==> src/rtl/bidder_pkg.sv <==
// Shared types for the bus master bidder: FSM states, command bundle
// and the per-master slave address map check.
package bidder_pkg;

   typedef enum logic [1:0] {
      S_IDLE = 2'd0,
      S_BID  = 2'd1,
      S_XFER = 2'd2,
      S_RESP = 2'd3
   } state_t;

   typedef struct packed {
      logic [31:0] addr;
      logic        rw;
      logic [31:0] wdata;
      logic [3:0]  bid;
   } cmd_t;

   localparam logic [31:0] ADDR_BASE = 32'hFFEF_0200;
   // Slave nibble may only take 0..3, so bits 13:12 are don't-care.
   localparam logic [31:0] ADDR_MASK = 32'hFFFF_CFFF;

   function automatic logic addr_legal(
      input logic [31:0] a,
      input logic [1:0]  mid
   );
      logic [31:0] exp;
      exp = ADDR_BASE | {24'h0, 2'b00, mid, 4'h0};
      return (a & ADDR_MASK) == exp;
   endfunction

endpackage

==> src/rtl/bidder_fifo.sv <==
// Synchronous command FIFO for the bidder; flushed by reset.
// Pushes when full and pops when empty are ignored.
module bidder_fifo
   import bidder_pkg::*;
#(
   parameter int DEPTH = 4
) (
   input  logic clk,
   input  logic rst,
   input  logic push,
   input  logic pop,
   input  cmd_t wdata,
   output cmd_t rdata,
   output logic full,
   output logic empty
);

   localparam int AW = $clog2(DEPTH);

   cmd_t        mem [DEPTH];
   logic [AW:0] wp;
   logic [AW:0] rp;
   logic        do_wr;
   logic        do_rd;

   assign do_wr = push && !full;
   assign do_rd = pop && !empty;
   assign empty = (wp == rp);
   assign full  = (wp[AW] != rp[AW]) &&
                  (wp[AW-1:0] == rp[AW-1:0]);
   assign rdata = mem[rp[AW-1:0]];

   always_ff @(posedge clk or negedge rst) begin
      if (!rst) begin
         wp <= '0;
         rp <= '0;
      end else begin
         if (do_wr) wp <= wp + 1'b1;
         if (do_rd) rp <= rp + 1'b1;
      end
   end

   always_ff @(posedge clk) begin
      if (do_wr) mem[wp[AW-1:0]] <= wdata;
   end

endmodule

==> src/rtl/bus_master_bidder.sv <==
// Master-side bid front end: command FIFO, bid budget, grant handshake.
// Optional BIDDER_ESCALATE_EN raises the bid on grant timeout.
module bus_master_bidder
   import bidder_pkg::*;
#(
   parameter int MASTER_ID  = 0,
   parameter int FIFO_DEPTH = 4,
   parameter int AMT        = 10,
   parameter int MAX_CLK    = 16,
   parameter int MAX_AMT    = 150,
   parameter int WAIT_MAX   = 8
) (
   input  logic        clk,
   input  logic        rst,
   input  logic        cmd_valid,
   output logic        cmd_ready,
   input  logic [31:0] cmd_addr,
   input  logic        cmd_rw,
   input  logic [31:0] cmd_wdata,
   input  logic [3:0]  cmd_bid,
   output logic        rsp_valid,
   output logic [31:0] rsp_rdata,
   output logic        rsp_err,
   output logic [3:0]  req,
   output logic [31:0] addr,
   output logic        RW,
   output logic [31:0] DataToSlave,
   input  logic        grant,
   input  logic [31:0] DataFromSlave
);

   localparam int RCW = $clog2(MAX_CLK + 1);
   localparam int WCW = $clog2(WAIT_MAX + 1);

   state_t         state;
   cmd_t           in_cmd;
   cmd_t           head;
   logic           full;
   logic           empty;
   logic           pop;
   logic [31:0]    addr_q;
   logic [31:0]    wdata_q;
   logic [31:0]    rdata_q;
   logic           rw_q;
   logic           err_q;
   logic [3:0]     bid_q;
   logic [7:0]     budget;
   logic [RCW-1:0] rep_cnt;
   logic [WCW-1:0] wait_cnt;
   logic [3:0]     iss;
   logic           take;
   logic           tmo;
   logic           wrap;
   logic [8:0]     sum;
   logic [7:0]     refill;
   logic [7:0]     budget_n;

   always_comb begin
      in_cmd       = '0;
      in_cmd.addr  = cmd_addr;
      in_cmd.rw    = cmd_rw;
      in_cmd.wdata = cmd_wdata;
      in_cmd.bid   = cmd_bid;
   end

   assign pop       = (state == S_IDLE) && !empty;
   assign cmd_ready = !full;

   bidder_fifo #(
      .DEPTH (FIFO_DEPTH)
   ) u_fifo (
      .clk   (clk),
      .rst   (rst),
      .push  (cmd_valid),
      .pop   (pop),
      .wdata (in_cmd),
      .rdata (head),
      .full  (full),
      .empty (empty)
   );

   // A zero budget yields a zero issued bid, i.e. no request.
   always_comb begin
      iss = (budget < {4'h0, bid_q}) ? budget[3:0] : bid_q;
      take = (state == S_BID) && (budget != 8'h0) && grant;
      tmo = (state == S_BID) && (budget != 8'h0) && !grant &&
            (wait_cnt == WCW'(WAIT_MAX - 1));
      wrap = (rep_cnt == RCW'(MAX_CLK - 1));
      sum = {1'b0, budget} + 9'(AMT);
      refill = budget;
      if (wrap)
         refill = (sum > 9'(MAX_AMT)) ? 8'(MAX_AMT) : sum[7:0];
      budget_n = refill;
      if (take)
         budget_n = (refill > {4'h0, iss}) ?
                    refill - {4'h0, iss} : 8'h0;
   end

`ifdef BIDDER_ESCALATE_EN
   logic [3:0] sat_lim;
   assign sat_lim = (budget > 8'd15) ? 4'd15 : budget[3:0];
`endif

   assign req         = (state == S_BID) ? iss : 4'h0;
   assign rsp_valid   = (state == S_RESP);
   assign rsp_err     = rsp_valid && err_q;
   assign rsp_rdata   = rsp_valid ? rdata_q : 32'h0;
   assign addr        = addr_q;
   assign RW          = rw_q;
   assign DataToSlave = wdata_q;

   always_ff @(posedge clk or negedge rst) begin
      if (!rst) begin
         state    <= S_IDLE;
         addr_q   <= '0;
         wdata_q  <= '0;
         rdata_q  <= '0;
         rw_q     <= 1'b0;
         err_q    <= 1'b0;
         bid_q    <= '0;
         budget   <= 8'(AMT);
         rep_cnt  <= '0;
         wait_cnt <= '0;
      end else begin
         budget  <= budget_n;
         rep_cnt <= wrap ? '0 : rep_cnt + 1'b1;
         unique case (state)
            S_IDLE: begin
               if (!empty) begin
                  rdata_q <= '0;
                  if (addr_legal(head.addr, 2'(MASTER_ID))) begin
                     addr_q   <= head.addr;
                     rw_q     <= head.rw;
                     wdata_q  <= head.wdata;
                     bid_q    <= (head.bid == 4'h0) ? 4'h1 : head.bid;
                     wait_cnt <= '0;
                     err_q    <= 1'b0;
                     state    <= S_BID;
                  end else begin
                     err_q <= 1'b1;
                     state <= S_RESP;
                  end
               end
            end
            S_BID: begin
               if (take) begin
                  rdata_q <= rw_q ? 32'h0 : DataFromSlave;
                  state   <= S_XFER;
               end else if (tmo) begin
`ifdef BIDDER_ESCALATE_EN
                  if (bid_q >= sat_lim) begin
                     err_q <= 1'b1;
                     state <= S_RESP;
                  end else begin
                     bid_q    <= bid_q + 4'd1;
                     wait_cnt <= '0;
                  end
`else
                  err_q <= 1'b1;
                  state <= S_RESP;
`endif
               end else if (budget != 8'h0) begin
                  wait_cnt <= wait_cnt + 1'b1;
               end
            end
            S_XFER: state <= S_RESP;
            S_RESP: state <= S_IDLE;
            default: state <= S_IDLE;
         endcase
      end
   end

endmodule

==> config.mk <==
export PLATFORM = sky130hd
export DESIGN_NAME = bus_master_bidder
export DESIGN_NICKNAME = d
export VERILOG_FILES = /design/src/rtl/bidder_pkg.sv /design/src/rtl/bidder_fifo.sv /design/src/rtl/bus_master_bidder.sv
export SDC_FILE = /design/constraint.sdc
export NUM_CORES = 1
export LEC_CHECK = 0
export ABC_AREA = 1
export BUFFER_PORTS_ARGS = -buffer_cell sky130_fd_sc_hd__buf_2
export CAP_MARGIN = 30
export CORE_ASPECT_RATIO = 0.8
export CORE_MARGIN = 2
export CORE_UTILIZATION = 25
export DETAILED_ROUTE_END_ITERATION = 10
export HOLD_SLACK_MARGIN = 0.03
export PLACE_DENSITY = 0.47
export SLEW_MARGIN = 20
export SYNTH_ARGS = -nofsm -noshare
export SYNTH_HDL_FRONTEND = slang
export SYNTH_SLANG_ARGS = --single-unit
==> constraint.sdc <==
create_clock -name clk -period 5.05 [get_ports clk]
set_clock_uncertainty 0.15 [all_clocks]
set_input_delay 0.7575 -clock clk [delete_from_list [all_inputs] [get_ports clk]]
set_output_delay 0.7575 -clock clk [all_outputs]
set_load 0.005 [all_outputs]
==> results of run 1 <==
-- metrics by stage --
step	hold slack, ns	instances
after floorplan	0.283	1424
after global placement	0.293	2434
after detailed placement	0.297	2434
after CTS	0.190	2516
after global routing	0.212	2516
final	0.241	2517
-- cell type report --
cell class | instances | area (µm²) | share of cell area
flip-flops and latches | 403 | 11500 | 0.583
repair buffers | 233 | 1260 | 0.0641
well taps | 850 | 1060 | 0.0540
multi-input cells | 843 | 4120 | 0.209
clock buffers | 53 | 1140 | 0.0581
diodes | 1 | 2.50 | 0.000127
inverters | 106 | 403 | 0.0205
clock inverters | 28 | 219 | 0.0111
-- flip-flops by register name, summed over array words and instances (netlist names) --
name	flops
state	2
DataToSlave	32
u_fifo.wp	3
wait_cnt	4
err_q	1
addr	32
u_fifo.mem	276
bid_q	4
budget	8
rep_cnt	5
u_fifo.rp	3
RW	1
rdata_q	32
-- power by group --
group          switching, µW  internal [µW]
sequential               322           4300
clock                   1310           1730
combinational           2080            893
-- path summary, 6_finish.rpt --
path | from | end | depth (start not counted)
worst min register to register | addr[23] | addr[23] | 1
max in group asynchronous | rst | rdata_q[24] | 3
worst min-delay path | cmd_addr[5] | u_fifo.mem[3][42] | 1
worst max register to register | u_fifo.rp[0] | bid_q[2] | 12
worst max-delay path | u_fifo.rp[0] | bid_q[2] | 12
min in group asynchronous | rst | rdata_q[20] | 2
-- routing by layer --
layer,wire length (µm),global-route usage
met1,19600,0.168
met2,18400,0.188
met3,2980,0.0379
met4,689,0.0317
met5,134,0
-- placed cells by master (no fill, tap or decap), types with 9 or more instances in the layout --
cell type	instances
clkinv_2	15
or2_1	14
a21oi_1	15
buf_4	22
nor2_1	148
nand4_1	9
buf_2	207
inv_1	103
nand3_1	60
edfxtp_1	276
dfrtp_1	123
o22ai_1	66
o21ai_0	176
nand2_1	278
clkbuf_16	44
ha_1	20
-- logic make-up (layout without fill, tap and decap cells) --
| kind of cell | after synthesis | count (layout) | share of synthesized area |
|---|---|---|---|
| buf+inv | 178 | 420 | 0.0474 |
| mux | 1 | 1 | 0.000613 |
| compound gates | 272 | 272 | 0.0907 |
| xor+xnor | 13 | 13 | 0.00697 |
| other cells | 0 | 1 | 0 |
| simple gates | 536 | 536 | 0.135 |
| flops | 403 | 403 | 0.702 |
| fa+ha+maj | 21 | 21 | 0.0166 |
-- repair_timing --
| action | in CTS | in global routing |
|---|---|---|
| hold buffers | 1 | 0 |
| endpoints found under the hold margin | 51 | 0 |
| buffers inserted | 0 | 0 |
==> results.json, run 1 <==
{
  "power_uw": 10600,
  "synth_top_area_cell": "edfxtp_1",
  "avgSynthCellArea_um2": 11.5,
  "drv_slew": 0,
  "maxCapViolCount": 0,
  "syn-num-nets": 1550,
  "synthFlopType": "edfxtp_1",
  "io_buffers": 208,
  "num_io_pins": 209,
  "placed_cell_area_um2": 18300,
  "setup_violations": 0,
  "cp.required_ns": 5.34,
  "synth_seq_area_share": 0.702,
  "drive_gt1_frac": 0.194,
  "crit_path_end_kind": "flop",
  "crit_top_cell": "o21ai_0",
  "finalCritPeriodShare": 0.755,
  "timing.final.ws_setup_ns": 1.24,
  "synth_cells": 1424,
  "drc": 0,
  "min_period_ns": 3.81,
  "crit_buf_inv": 2,
  "clockBufferDepth": 3,
  "clock-root-buffer": "clkbuf_16",
  "grt_max_degree": 80,
  "drt_first_pass_iters": 4,
  "async_reset_ff_frac": 0.315,
  "synth.most_common_cell": "nand2_1",
  "avgRoutedWirePerCell_um": 16.6,
  "path_cells": "inv_4 -> o21ai_0 -> o22ai_1 -> o21ai_0 -> nor2_1 -> nand4_1 -> nor2_1 -> nand2_2 -> nor2_8 -> inv_4 -> nand2_1 -> o21ai_0",
  "final_core_util": 0.306,
  "critical_path_arrival_ns": 4.10,
  "ant_nets": 0,
  "viasPerCell": 4.33,
  "synth_seq_cells": 403,
  "hold_path_class": "in2reg",
  "synth_top_area_frac": 0.508,
  "grt_pass1_vias": 10500,
  "die_h_um": 233,
  "initial_utilization": 0.254,
  "start_kind": "flop",
  "ys_types": 43,
  "relSlewSlack": 0.387,
  "place_hpwl_um": 25600,
  "clock_latency_ns": 0.58,
  "grt_pass1_wl_um": 63500,
  "timing.fmax_mhz": 262,
  "rsz0062_at_grt": "false",
  "tritoncts": "built",
  "antenna_found_initial": 12,
  "die-area_um2": 67400,
  "crit_slowest_cell": "dfrtp_4",
  "fin_area_um2": 19700,
  "coreArea_um2": 64400,
  "finalNetCount": 1757,
  "htreeDepth": 2,
  "ys_warn_count": 0,
  "crit_family": "simple AND/OR/NAND/NOR gates",
  "num_rows": 83,
  "vias": 10900,
  "power_density_nw_per_um2": 540,
  "synth_common_cells": "nand2_1 (278), edfxtp_1 (276), o21ai_0 (176)",
  "cts_buffers": 44,
  "clk_pin_slew_ns": 0.06,
  "p_leak_uw": 0.00856,
  "dpl_worst_slack_ns": 1.19,
  "ir_drop_mv": 0.301,
  "die_w_um": 290,
  "grt_usage": 0.123,
  "critPathMaxFanout": 64,
  "grt.overflow.total": 0,
  "synthesis.area_um2": 16300,
  "path_class": "reg2reg",
  "synth_area_leaders": "edfxtp_1 (51%), dfrtp_1 (19%), nand2_1 (6.4%), o21ai_0 (5.4%), nor2_1 (3.5%)",
  "postRouteWirelength_um": 41800,
  "n_fill_cell": 6631,
  "first_iter_violations": 875,
  "outcome": "complete, no violations",
  "cts_sinks": 403,
  "synth_enable_flop_cells": 276,
  "cts_resized": 0,
  "hold_viol_final": 0,
  "tightestPinTransition_ns": 0.917,
  "area_delta_synth_final_pct": 20.6,
  "tns_ns": 0,
  "max_stage_delay_ns": 0.72,
  "place_congestion": 0.788,
  "rrSetupSlack_ns": 1.24
}
Note: power is estimated with default switching activity, not from simulation.
==> inputs of run 2 (changes only) <==
- ABC_AREA: 1 -> 0
- clock period: 5.05 -> 3.8 ns (I/O delays scaled with it)
==> run 2 against run 1 <==
Against the previous run:
- flip-flop and latch count unchanged
- power increased by 24%
- design area increased by 1.5%
- critical path depth increased by 2
- maximum frequency increased by 3.7%
- clock power increased by 42%
- sequential share of layout area decreased by 0.83 points
- synthesized cell count decreased by 31%
- sequential power increased by 29%
- routed wire length decreased by 12%
- worst setup slack got worse by 1.1 ns
- global-route usage decreased by 1.1 points
- highest routed layer unchanged
==> results.json, run 2 <==
{
  "outcome": "complete, no violations",
  "synth_area_leaders": "edfxtp_1 (53%), dfrtp_1 (20%), mux4_2 (5.6%), mux2_2 (2.9%), nand2_1 (2.1%)",
  "final_core_util": 0.320,
  "ant_nets": 0,
  "initial_utilization": 0.252,
  "switchingPower_uw": 3940,
  "critPathMaxFanout": 3,
  "holdWs_ns": 0.0647,
  "synth_enable_flop_cells": 276,
  "rrSetupSlack_ns": 0.12,
  "place_hpwl_um": 23300,
  "grt.overflow.total": 0,
  "postRouteWirelength_um": 36700,
  "switching_share": 0.298,
  "die_w_um": 285,
  "ys_types": 71,
  "grt_max_degree": 68,
  "die-area_um2": 65000,
  "seq_power_share": 0.452,
  "n_fill_cell": 6141,
  "antenna_found_initial": 3,
  "final_common_cell": "edfxtp_1",
  "p_clk_frac": 0.327,
  "grt_pass1_vias": 9259,
  "drt_first_pass_iters": 5,
  "io_buffers": 208,
  "synth_seq_area_share": 0.729,
  "ir_drop_mv": 0.374,
  "finalCritPeriodShare": 0.967,
  "drv_slew": 0,
  "async_reset_ff_frac": 0.315,
  "setup_violations": 0,
  "num_io_pins": 209,
  "avgSynthCellArea_um2": 16.1,
  "critical_path_arrival_ns": 3.98,
  "ys_warn_count": 0,
  "grt.met2_usage": 0.170,
  "maxCapViolCount": 0,
  "viasPerCell": 4.28,
  "synth_common_cells": "edfxtp_1 (276), dfrtp_1 (125), nand2_1 (90)",
  "path_class": "reg2reg",
  "clockBufferDepth": 3,
  "synth_top_area_cell": "edfxtp_1",
  "crit_path_end_kind": "flop",
  "finalNetCount": 1389,
  "synthesis.area_um2": 15700,
  "synth_cells": 976,
  "die_h_um": 228,
  "most-common-layout-cells": "edfxtp_1 (276), buf_2 (207), dfrtp_1 (122), nand2_1 (89), and2_1 (51)",
  "htreeDepth": 2,
  "hold_viol_final": 0,
  "num_rows": 82,
  "vias": 9154,
  "synth.most_common_cell": "edfxtp_1",
  "cts_sinks": 403,
  "p_leak_uw": 0.00788,
  "first_iter_violations": 547,
  "cp.required_ns": 4.11,
  "tritoncts": "built",
  "use_met3": 0.0321,
  "tightestPinTransition_ns": 0.892,
  "grt.met1_usage": 0.157,
  "relSlewSlack": 0.403,
  "synthFlopType": "edfxtp_1",
  "place_congestion": 0.803,
  "dp_cells": 2016,
  "top_usage_layer": "met2",
  "start_kind": "flop",
  "cts_buffers": 46,
  "num_antenna_cells": 0,
  "min_period_ns": 3.68,
  "synth_seq_cells": 403,
  "clock-root-buffer": "clkbuf_16",
  "power_uw": 13200,
  "area_delta_synth_final_pct": 27.0,
  "combPwrFrac": 0.221,
  "grt_pass1_wl_um": 56200,
  "avgRoutedWirePerCell_um": 17.1,
  "p_int_uw": 9260,
  "hold_path_class": "in2reg",
  "grt_usage": 0.112,
  "tns_ns": 0,
  "clk_pin_slew_ns": 0.07,
  "clock_latency_ns": 0.58,
  "timing.fmax_mhz": 272,
  "largest_reg_flops": 276,
  "coreArea_um2": 62500,
  "finalNonFillerCells": 2140,
  "synth_top_area_frac": 0.527,
  "syn-num-nets": 1102,
  "drive_gt1_frac": 0.337,
  "drc": 0,
  "power_density_nw_per_um2": 661
}
-- run 2: worst paths after layout --
path,startpoint,endpoint,cells past startpoint
setup / recovery,budget[1],budget[5],14
hold / removal,cmd_addr[16],u_fifo.mem[2][53],1
setup reg to reg,budget[1],budget[5],14
max in group asynchronous,rst,addr[8],3
hold reg to reg,addr[31],addr[31],1
min in group asynchronous,rst,addr[5],2
-- run 2: layer usage --
| layer | vias up | share of wire |
|---|---|---|
| li1 | 4276 | - |
| met4 | 6 | 0.021 |
| met5 | - | 0.0012 |
| met2 | 255 | 0.45 |
| met3 | 68 | 0.062 |
| met1 | 4549 | 0.47 |
-- run 2: cells by family after synthesis --
| kind of cell | count (synthesis) | synth area share |
|---|---|---|
| fa+ha+maj | 21 | 0.0172 |
| flops | 403 | 0.729 |
| buf+inv | 61 | 0.0171 |
| simple gates | 283 | 0.0976 |
| compound gates | 115 | 0.0466 |
| mux | 82 | 0.0867 |
| xor+xnor | 11 | 0.00612 |
-- run 2: cell type report --
cell class                      instances  area, µm²  share of cell area
Clock buffer                           54       1190              0.0596
Clock inverter                         31        275              0.0138
Inverter                               21       78.8             0.00395
Multi-Input combinational cell        512       4150               0.208
Sequential cell                       403      11500               0.574
Tap cell                              840       1050              0.0526
Timing Repair Buffer                  279       1760              0.0880
-- run 2: power groups by stage --
stage,clock [µW],sequential (µW),combinational (µW)
2_1_floorplan,0,5970,1900
3_3_place_gp,0,6030,2880
3_5_place_dp,0,6060,2920
4_1_cts,4480,5970,2960
5_1_grt,4670,6050,3280
6_report,4320,5960,2920
-- run 2: repair_timing --
item,4_1_cts,5_1_grt
setup buffers,0,1
endpoints found under the setup margin,5,7
gates resized for setup,2,24
gates cloned,0,0
endpoints found under the hold margin,207,0
pin swaps,0,7
hold buffers,38,0
-- run 2: through the flow --
step	setup WS, ns	area, µm²
2_1_floorplan	0.0160	15700
3_3_place_gp	-0.0172	18000
3_5_place_dp	-0.0563	18000
4_1_cts	0.0000488	19900
5_1_grt	-0.0197	20000
6_report	0.124	20000
-- run 2: worst max-delay path, stage by stage (launching register included) --
cell,delay (ns)
dfstp_2,0.55
inv_1,0.07
ha_4,0.25
o31ai_4,0.26
nand4_1,0.14
a31oi_2,0.26
or2_4,0.18
nand2_2,0.07
o22ai_2,0.21
ha_1,0.18
and2_4,0.14
or3b_2,0.43
mux2_2,0.28
nand3_1,0.09
mux2_4,0.30
